### config.mk
export PLATFORM = sky130hd
export DESIGN_NAME = decode_stage
export DESIGN_NICKNAME = d
export VERILOG_FILES = /design/src/rtl/decode_stage.sv
export SDC_FILE = /design/constraint.sdc
export NUM_CORES = 1
export LEC_CHECK = 0
export ABC_AREA = 1
export CAP_MARGIN = 20
export CORE_MARGIN = 2
export CORE_UTILIZATION = 40
export DETAILED_ROUTE_END_ITERATION = 8
export GPL_TIMING_DRIVEN = 0
export PLACE_DENSITY = 0.85
export SLEW_MARGIN = 20
export SYNTH_ARGS = -nofsm -noshare
export SYNTH_HDL_FRONTEND = slang
export SYNTH_SLANG_ARGS = --single-unit
### constraint.sdc
create_clock -name clk -period 1.74 [get_ports clk]
set_clock_uncertainty 0.2 [all_clocks]
set_input_delay 0.522 -clock clk [delete_from_list [all_inputs] [get_ports clk]]
set_output_delay 0.522 -clock clk [all_outputs]
set_load 0.01 [all_outputs]
### src/rtl/decode_stage.sv
// decode_stage: two-lane instruction decode register stage.
// Accepts up to two instructions per cycle from the instruction buffer and
// presents them to rename one cycle later. A lone lane-1 instruction is
// moved down to output lane 0. Each lane gets an opclass, its source and
// destination registers, an immediate and an exception flag.
// Handshake: a transfer happens on a rising edge where ib_ready && |ib_valid
// (input side) or |dec_valid && dec_ready (output side). While the outputs
// are valid and not accepted, they are held stable and ib_ready is low.
// Optional build macro DECODE_PERF_CNT_EN adds the perf_dec_cnt and
// perf_stall_cnt counter outputs.
module decode_stage #(
    parameter int INVALID_TRAP = 1
) (
    input  logic        clk,
    input  logic        rst,
    input  logic        flush,
    input  logic [1:0]  ib_valid,
    output logic        ib_ready,
    input  logic [31:0] ib_pc0,
    input  logic [31:0] ib_pc1,
    input  logic [31:0] ib_inst0,
    input  logic [31:0] ib_inst1,
    output logic [1:0]  dec_valid,
    input  logic        dec_ready,
    output logic [31:0] dec_pc0,
    output logic [2:0]  dec_opclass0,
    output logic [4:0]  dec_rs0,
    output logic [4:0]  dec_rt0,
    output logic [4:0]  dec_dst0,
    output logic [31:0] dec_imm0,
    output logic        dec_exc0,
    output logic [31:0] dec_pc1,
    output logic [2:0]  dec_opclass1,
    output logic [4:0]  dec_rs1,
    output logic [4:0]  dec_rt1,
    output logic [4:0]  dec_dst1,
    output logic [31:0] dec_imm1,
    output logic        dec_exc1
`ifdef DECODE_PERF_CNT_EN
    ,
    output logic [31:0] perf_dec_cnt,
    output logic [31:0] perf_stall_cnt
`endif
);

    localparam logic [2:0] OC_ALU     = 3'd0;
    localparam logic [2:0] OC_BRANCH  = 3'd1;
    localparam logic [2:0] OC_JUMP    = 3'd2;
    localparam logic [2:0] OC_LOAD    = 3'd3;
    localparam logic [2:0] OC_STORE   = 3'd4;
    localparam logic [2:0] OC_MULDIV  = 3'd5;
    localparam logic [2:0] OC_PRIV    = 3'd6;
    localparam logic [2:0] OC_INVALID = 3'd7;

    typedef struct packed {
        logic [31:0] pc;
        logic [2:0]  opclass;
        logic [4:0]  rs;
        logic [4:0]  rt;
        logic [4:0]  dst;
        logic [31:0] imm;
        logic        exc;
    } lane_t;

    // Pure combinational decode of one instruction word.
    function automatic lane_t decode_lane(input logic [31:0] pc, input logic [31:0] inst);
        lane_t      d;
        logic [5:0] op;
        logic [5:0] fn;
        logic [4:0] rd;
        logic       known;
        op      = inst[31:26];
        fn      = inst[5:0];
        rd      = inst[15:11];
        known   = 1'b1;
        d       = '0;
        d.pc    = pc;
        d.rs    = inst[25:21];
        d.rt    = inst[20:16];
        d.opclass = OC_ALU;
        d.dst   = 5'd0;
        d.exc   = 1'b0;

        case (op)
            6'h0C, 6'h0D, 6'h0E: d.imm = {16'h0000, inst[15:0]};
            6'h0F:               d.imm = {inst[15:0], 16'h0000};
            6'h02, 6'h03:        d.imm = {6'b0, inst[25:0]};
            default:             d.imm = {{16{inst[15]}}, inst[15:0]};
        endcase

        case (op)
            6'h00: begin
                case (fn)
                    6'h08: d.opclass = OC_JUMP;
                    6'h09: begin d.opclass = OC_JUMP; d.dst = rd; end
                    6'h0C, 6'h0D: d.opclass = OC_PRIV;
                    // mfhi/mflo write a GPR; mthi/mtlo/mult/div only touch hi/lo.
                    6'h10, 6'h12: begin d.opclass = OC_MULDIV; d.dst = rd; end
                    6'h11, 6'h13, 6'h18, 6'h19, 6'h1A, 6'h1B: d.opclass = OC_MULDIV;
                    6'h00, 6'h02, 6'h03, 6'h04, 6'h06, 6'h07,
                    6'h20, 6'h21, 6'h22, 6'h23, 6'h24, 6'h25, 6'h26, 6'h27,
                    6'h2A, 6'h2B: begin d.opclass = OC_ALU; d.dst = rd; end
                    default: known = 1'b0;
                endcase
            end
            6'h01, 6'h04, 6'h05, 6'h06, 6'h07: d.opclass = OC_BRANCH;
            6'h02: d.opclass = OC_JUMP;
            6'h03: begin d.opclass = OC_JUMP; d.dst = 5'd31; end
            6'h08, 6'h09, 6'h0A, 6'h0B, 6'h0C, 6'h0D, 6'h0E, 6'h0F: begin
                d.opclass = OC_ALU;
                d.dst     = inst[20:16];
            end
            6'h10: d.opclass = OC_PRIV;
            6'h20, 6'h21, 6'h22, 6'h23, 6'h24, 6'h25: begin
                d.opclass = OC_LOAD;
                d.dst     = inst[20:16];
            end
            6'h28, 6'h29, 6'h2B: d.opclass = OC_STORE;
            default: known = 1'b0;
        endcase

        // Undefined encodings either trap or degrade to a harmless ALU no-op.
        if (!known) begin
            d.dst = 5'd0;
            if (INVALID_TRAP != 0) begin
                d.opclass = OC_INVALID;
                d.exc     = 1'b1;
            end else begin
                d.opclass = OC_ALU;
                d.exc     = 1'b0;
            end
        end
        return d;
    endfunction

    lane_t      lane0_q;
    lane_t      lane1_q;
    logic [1:0] valid_q;
    lane_t      in0;
    lane_t      in1;
    logic       accept;

    // Ready when the output slot is empty or being drained; never during flush.
    always_comb begin
        ib_ready = !flush && (!(|valid_q) || dec_ready);
        accept   = ib_ready && (|ib_valid);
    end

    // Decode both incoming lanes; a lone lane-1 instruction moves to lane 0.
    always_comb begin
        in0 = ib_valid[0] ? decode_lane(ib_pc0, ib_inst0) : decode_lane(ib_pc1, ib_inst1);
        in1 = decode_lane(ib_pc1, ib_inst1);
    end

    // Pipeline register: reset beats flush, flush beats accept, accept beats drain.
    always_ff @(posedge clk) begin
        if (rst) begin
            valid_q <= 2'b00;
            lane0_q <= '0;
            lane1_q <= '0;
        end else if (flush) begin
            valid_q <= 2'b00;
        end else if (accept) begin
            valid_q <= (ib_valid == 2'b11) ? 2'b11 : 2'b01;
            lane0_q <= in0;
            lane1_q <= (ib_valid == 2'b11) ? in1 : '0;
        end else if (dec_ready) begin
            valid_q <= 2'b00;
        end
    end

    // Flatten the lane registers onto the output ports.
    always_comb begin
        dec_valid    = valid_q;
        dec_pc0      = lane0_q.pc;
        dec_opclass0 = lane0_q.opclass;
        dec_rs0      = lane0_q.rs;
        dec_rt0      = lane0_q.rt;
        dec_dst0     = lane0_q.dst;
        dec_imm0     = lane0_q.imm;
        dec_exc0     = lane0_q.exc;
        dec_pc1      = lane1_q.pc;
        dec_opclass1 = lane1_q.opclass;
        dec_rs1      = lane1_q.rs;
        dec_rt1      = lane1_q.rt;
        dec_dst1     = lane1_q.dst;
        dec_imm1     = lane1_q.imm;
        dec_exc1     = lane1_q.exc;
    end

`ifdef DECODE_PERF_CNT_EN
    logic [31:0] out_count;

    // Number of instructions leaving on this cycle's downstream handshake.
    always_comb begin
        out_count = 32'd0;
        if (dec_ready) begin
            out_count = {31'd0, valid_q[0]} + {31'd0, valid_q[1]};
        end
    end

    // Free-running counters; only reset clears them, flush does not.
    always_ff @(posedge clk) begin
        if (rst) begin
            perf_dec_cnt   <= 32'd0;
            perf_stall_cnt <= 32'd0;
        end else begin
            perf_dec_cnt <= perf_dec_cnt + out_count;
            if ((|valid_q) && !dec_ready) begin
                perf_stall_cnt <= perf_stall_cnt + 32'd1;
            end
        end
    end
`endif

endmodule

==> results by group <==
Clock network
  – Clock sink count: 168
  – Htree depth: 4
  – Clock Path Buffers: 2
  – CTS tree: yes
  – Root buf cell: clkbuf_16
  – Clk slew on worst S/H paths: 0.07 ns
  – Clock latency at the later pin of the worst-skew pair: ~0.44 ns
  – Post-CTS Hold Buffers: 0
  – CTS Buf Count: 17

Flow run
  – Max cap viols: 0

Route
  – Final ANT Viol Nets: 0
  – WL final: slightly below 40 mm
  – Drt wl/cell: 21.36 um
  – Iteration-0 DRC count of the detailed router: 1318
  – TritonRoute pass-1 iters: 7
  – Vias per inst: 5.710
  – DRC: 0
  – Vias: 10560

Synthesis
  – FF+latch count, synth: ~170
  – Seq/Total Area, Yosys: around two fifths
  – Largest area contributor in the netlist: dfxtp_1
  – Yosys top cell area share: a little over two fifths
  – Synthesized Nets: 1299
  – Synth cell count leaders: 355 x nand2_1, 168 x dfxtp_1, 103 x nand3_1, 100 x inv_1, 89 x a21oi_1
  – Post-Syn Instances: around 1200
  – Top-count cell post-synth: nand2_1
  – Primary FF master, synth: dfxtp_1
  – Ys Warns: 0
  – Yosys cell types: 36
  – Ranking of synthesized cells by area: dfxtp_1 42%, nand2_1 17%, nand3_1 6.4%
  – EDFF count, synth: 0
  – Synth async-reset ratio: 0%
  – Post-Syn Area: 8039 um^2
  – Synthesized area per cell: 6.900 um^2

GRT
  – Pin count of the biggest net entering global routing: 18
  – Vias in the first global route: 9487
  – Overflow after GRT: 0
  – Antenna violations before repair: 0
  – Global-route wire length before repair: 55.12 mm
  – Total GRT Usage: roughly a third

Final layout
  – Layout Utilization: 70.49%
  – Layout cells sized above 1: between 30% and 40%
  – Finished Layout Cells: roughly 1900
  – Post-layout nets: 1706
  – Antenna cell count: 0
  – Design Area, Final: 13810 um^2
  – Syn-to-layout area delta: 71.78%

Timing
  – Rel. slew slack: 64.63%
  – RSZ-0062 raised after global routing: yes
  – Slew Viols, Final: 0
  – Final min period: between 1.5 and 2 ns
  – # setup viols final: 152
  – Final hold vios: 0
  – Worst hold slack: roughly 0.18 ns
  – Fin worst setup slack: -0.1829 ns
  – Tcrit/Tclk final: 110.5%
  – FMAX: 520.0 MHz
  – Worst-Margin Slew: 0.5305 ns

Pwr
  – P_leak: 6.194 nW
  – Power density cells: 776.2 nW/um^2
  – Peak VDD IR: 0.7275 mV

Status
  – Failing checks: setup timing
  – Status: complete, but fails checks

Floorplan
  – Core ar.: 19590 um^2
  – Cell Rows: 51
  – Die X: 145.8 um
  – Initial Utilization: 41.04%
  – Die Area: about 21000 um^2
  – I/O pin count: 303
  – Die Ht: between 100 and 150 um

Critical path
  – Worst EP arrival: just over 2 ns
  – Crit path cell chain: o21ai_2 -> nand2_2 -> buf_4 -> nor2_4 -> buf_12 -> inv_12 -> clkbuf_16 -> clkbuf_16 -> nand2_1 -> a21oi_1
  – Crit. End Element: flip-flop
  – Slowest stage delay, CP: ~0.33 ns
  – Critical path startpoint category: flip-flop
  – Critical path's slowest cell: dfxtp_2
  – Most used cell, CP: clkbuf_16
  – R2R Setup Slk: -0.18 ns
  – Worst Path Buf+Inv: 5
  – Critical path type: reg -> reg
  – Family with the most delay on the worst path: buffers and inverters
  – Worst Path Required: 1.85 ns
  – Crit Path Max Fanout: 8

Place
  – Placed cell count: approximately 1700
  – Worst slack at placement: -0.9923 ns
  – Gpl congestion: 1.025
  – Dpl cell area: 11400 um^2
  – Final HPWL DP: 27.26 mm
  – I/O Buffers: 302

Min path
  – Hold WC Path Type: in -> reg
[timing repair]
item / CTS / global route
endpoints found under the hold margin: 0 / 0
cloned: 8 / 22
setup endpoints to repair: 337 / 295
gates resized for setup: 795 / 290
pin swaps: 32 / 19
setup buffers: 28 / 32
[metal layers]
metal	track usage, %	part of all wire [%]	up-vias
met1	42.66	39	4943
met5	0	0	-
met2	54.55	45	720
met4	13.43	6.2	0
li1	-	-	4697
met3	6.959	9.9	203
[stage by stage]
step                        TNS, ns  power [W]
after floorplan           -0.002459   0.005126
after global placement      -145.09   0.006276
after detailed placement    -147.58   0.006300
after CTS                    -3.509    0.01028
after global routing         -21.18    0.01103
final                        -14.99    0.01072
[final cells by class]
| cell class | instances | area [um^2] |
|---|---|---|
| clock inverter | 14 | 163.9 |
| tap | 265 | 331.6 |
| multi-input combinational | 811 | 4573 |
| sequential | 168 | 3456 |
| timing repair buffer | 389 | 3661 |
| buffer | 80 | 785.8 |
| fill | 1575 | 5781 |
| inverter | 105 | 409.1 |
| clock buffer | 18 | 429.2 |
[registers in the layout (all words and copies together) (netlist names)]
signal,count
dec_dst0,5
dec_dst1,5
dec_exc0,1
dec_exc1,1
dec_imm0,32
dec_imm1,32
dec_opclass0,3
dec_opclass1,3
dec_pc0,32
dec_pc1,32
dec_rs0,5
dec_rs1,5
dec_rt0,5
dec_rt1,5
dec_valid,2
[where the power goes]
group	internal [W]	switching [W]	total (W)
Sequential	0.00408	0.000135	0.00421
Clock	0.00204	0.00183	0.00387
Combinational	0.00124	0.00140	0.00264
Total	0.00736	0.00336	0.0107
[final timing paths]
kind           startpoint            to  cells past startpoint
max reg2reg  dec_valid[0]    dec_rt1[0]                     10
max          dec_valid[0]    dec_rt1[0]                     10
min                 flush  dec_valid[0]                      2
min reg2reg  dec_imm1[12]  dec_imm1[12]                      2
[logic make-up (layout without fill, tap and decap cells)]
| kind of cell | Yosys count | in the layout | synth area share (%) |
|---|---|---|---|
| buf+inv | 187 | 606 | 9.681 |
| compound gates | 268 | 268 | 19.46 |
| flops | 168 | 168 | 41.84 |
| simple gates | 542 | 543 | 29.03 |
[cell usage in the layout, fill, tap and decap left out, drive strengths merged]
master | netlist | final
clkdlybuf4s15 | 0 | 47
nand4 | 11 | 11
o21a | 16 | 16
dlymetal6s2s | 0 | 1
o21bai | 1 | 1
o211ai | 11 | 11
dlygate4sd2 | 0 | 18
o311ai | 5 | 5
nor3b | 2 | 2
bufbuf | 0 | 1
nand3 | 108 | 108
buf | 50 | 217
o22ai | 6 | 6
a31oi | 47 | 47
nor2 | 57 | 58
bufinv | 0 | 1
clkbuf | 32 | 100
o221ai | 10 | 10
nand2 | 358 | 358
clkdlybuf4s50 | 0 | 103
inv | 104 | 110
o21ai | 76 | 76
clkinv | 1 | 4
nand3b | 1 | 1
a31o | 6 | 6
a21oi | 90 | 90
dfxtp | 168 | 168
nor3 | 5 | 5
clkinvlp | 0 | 4
(Power assumes the default switching activity.)
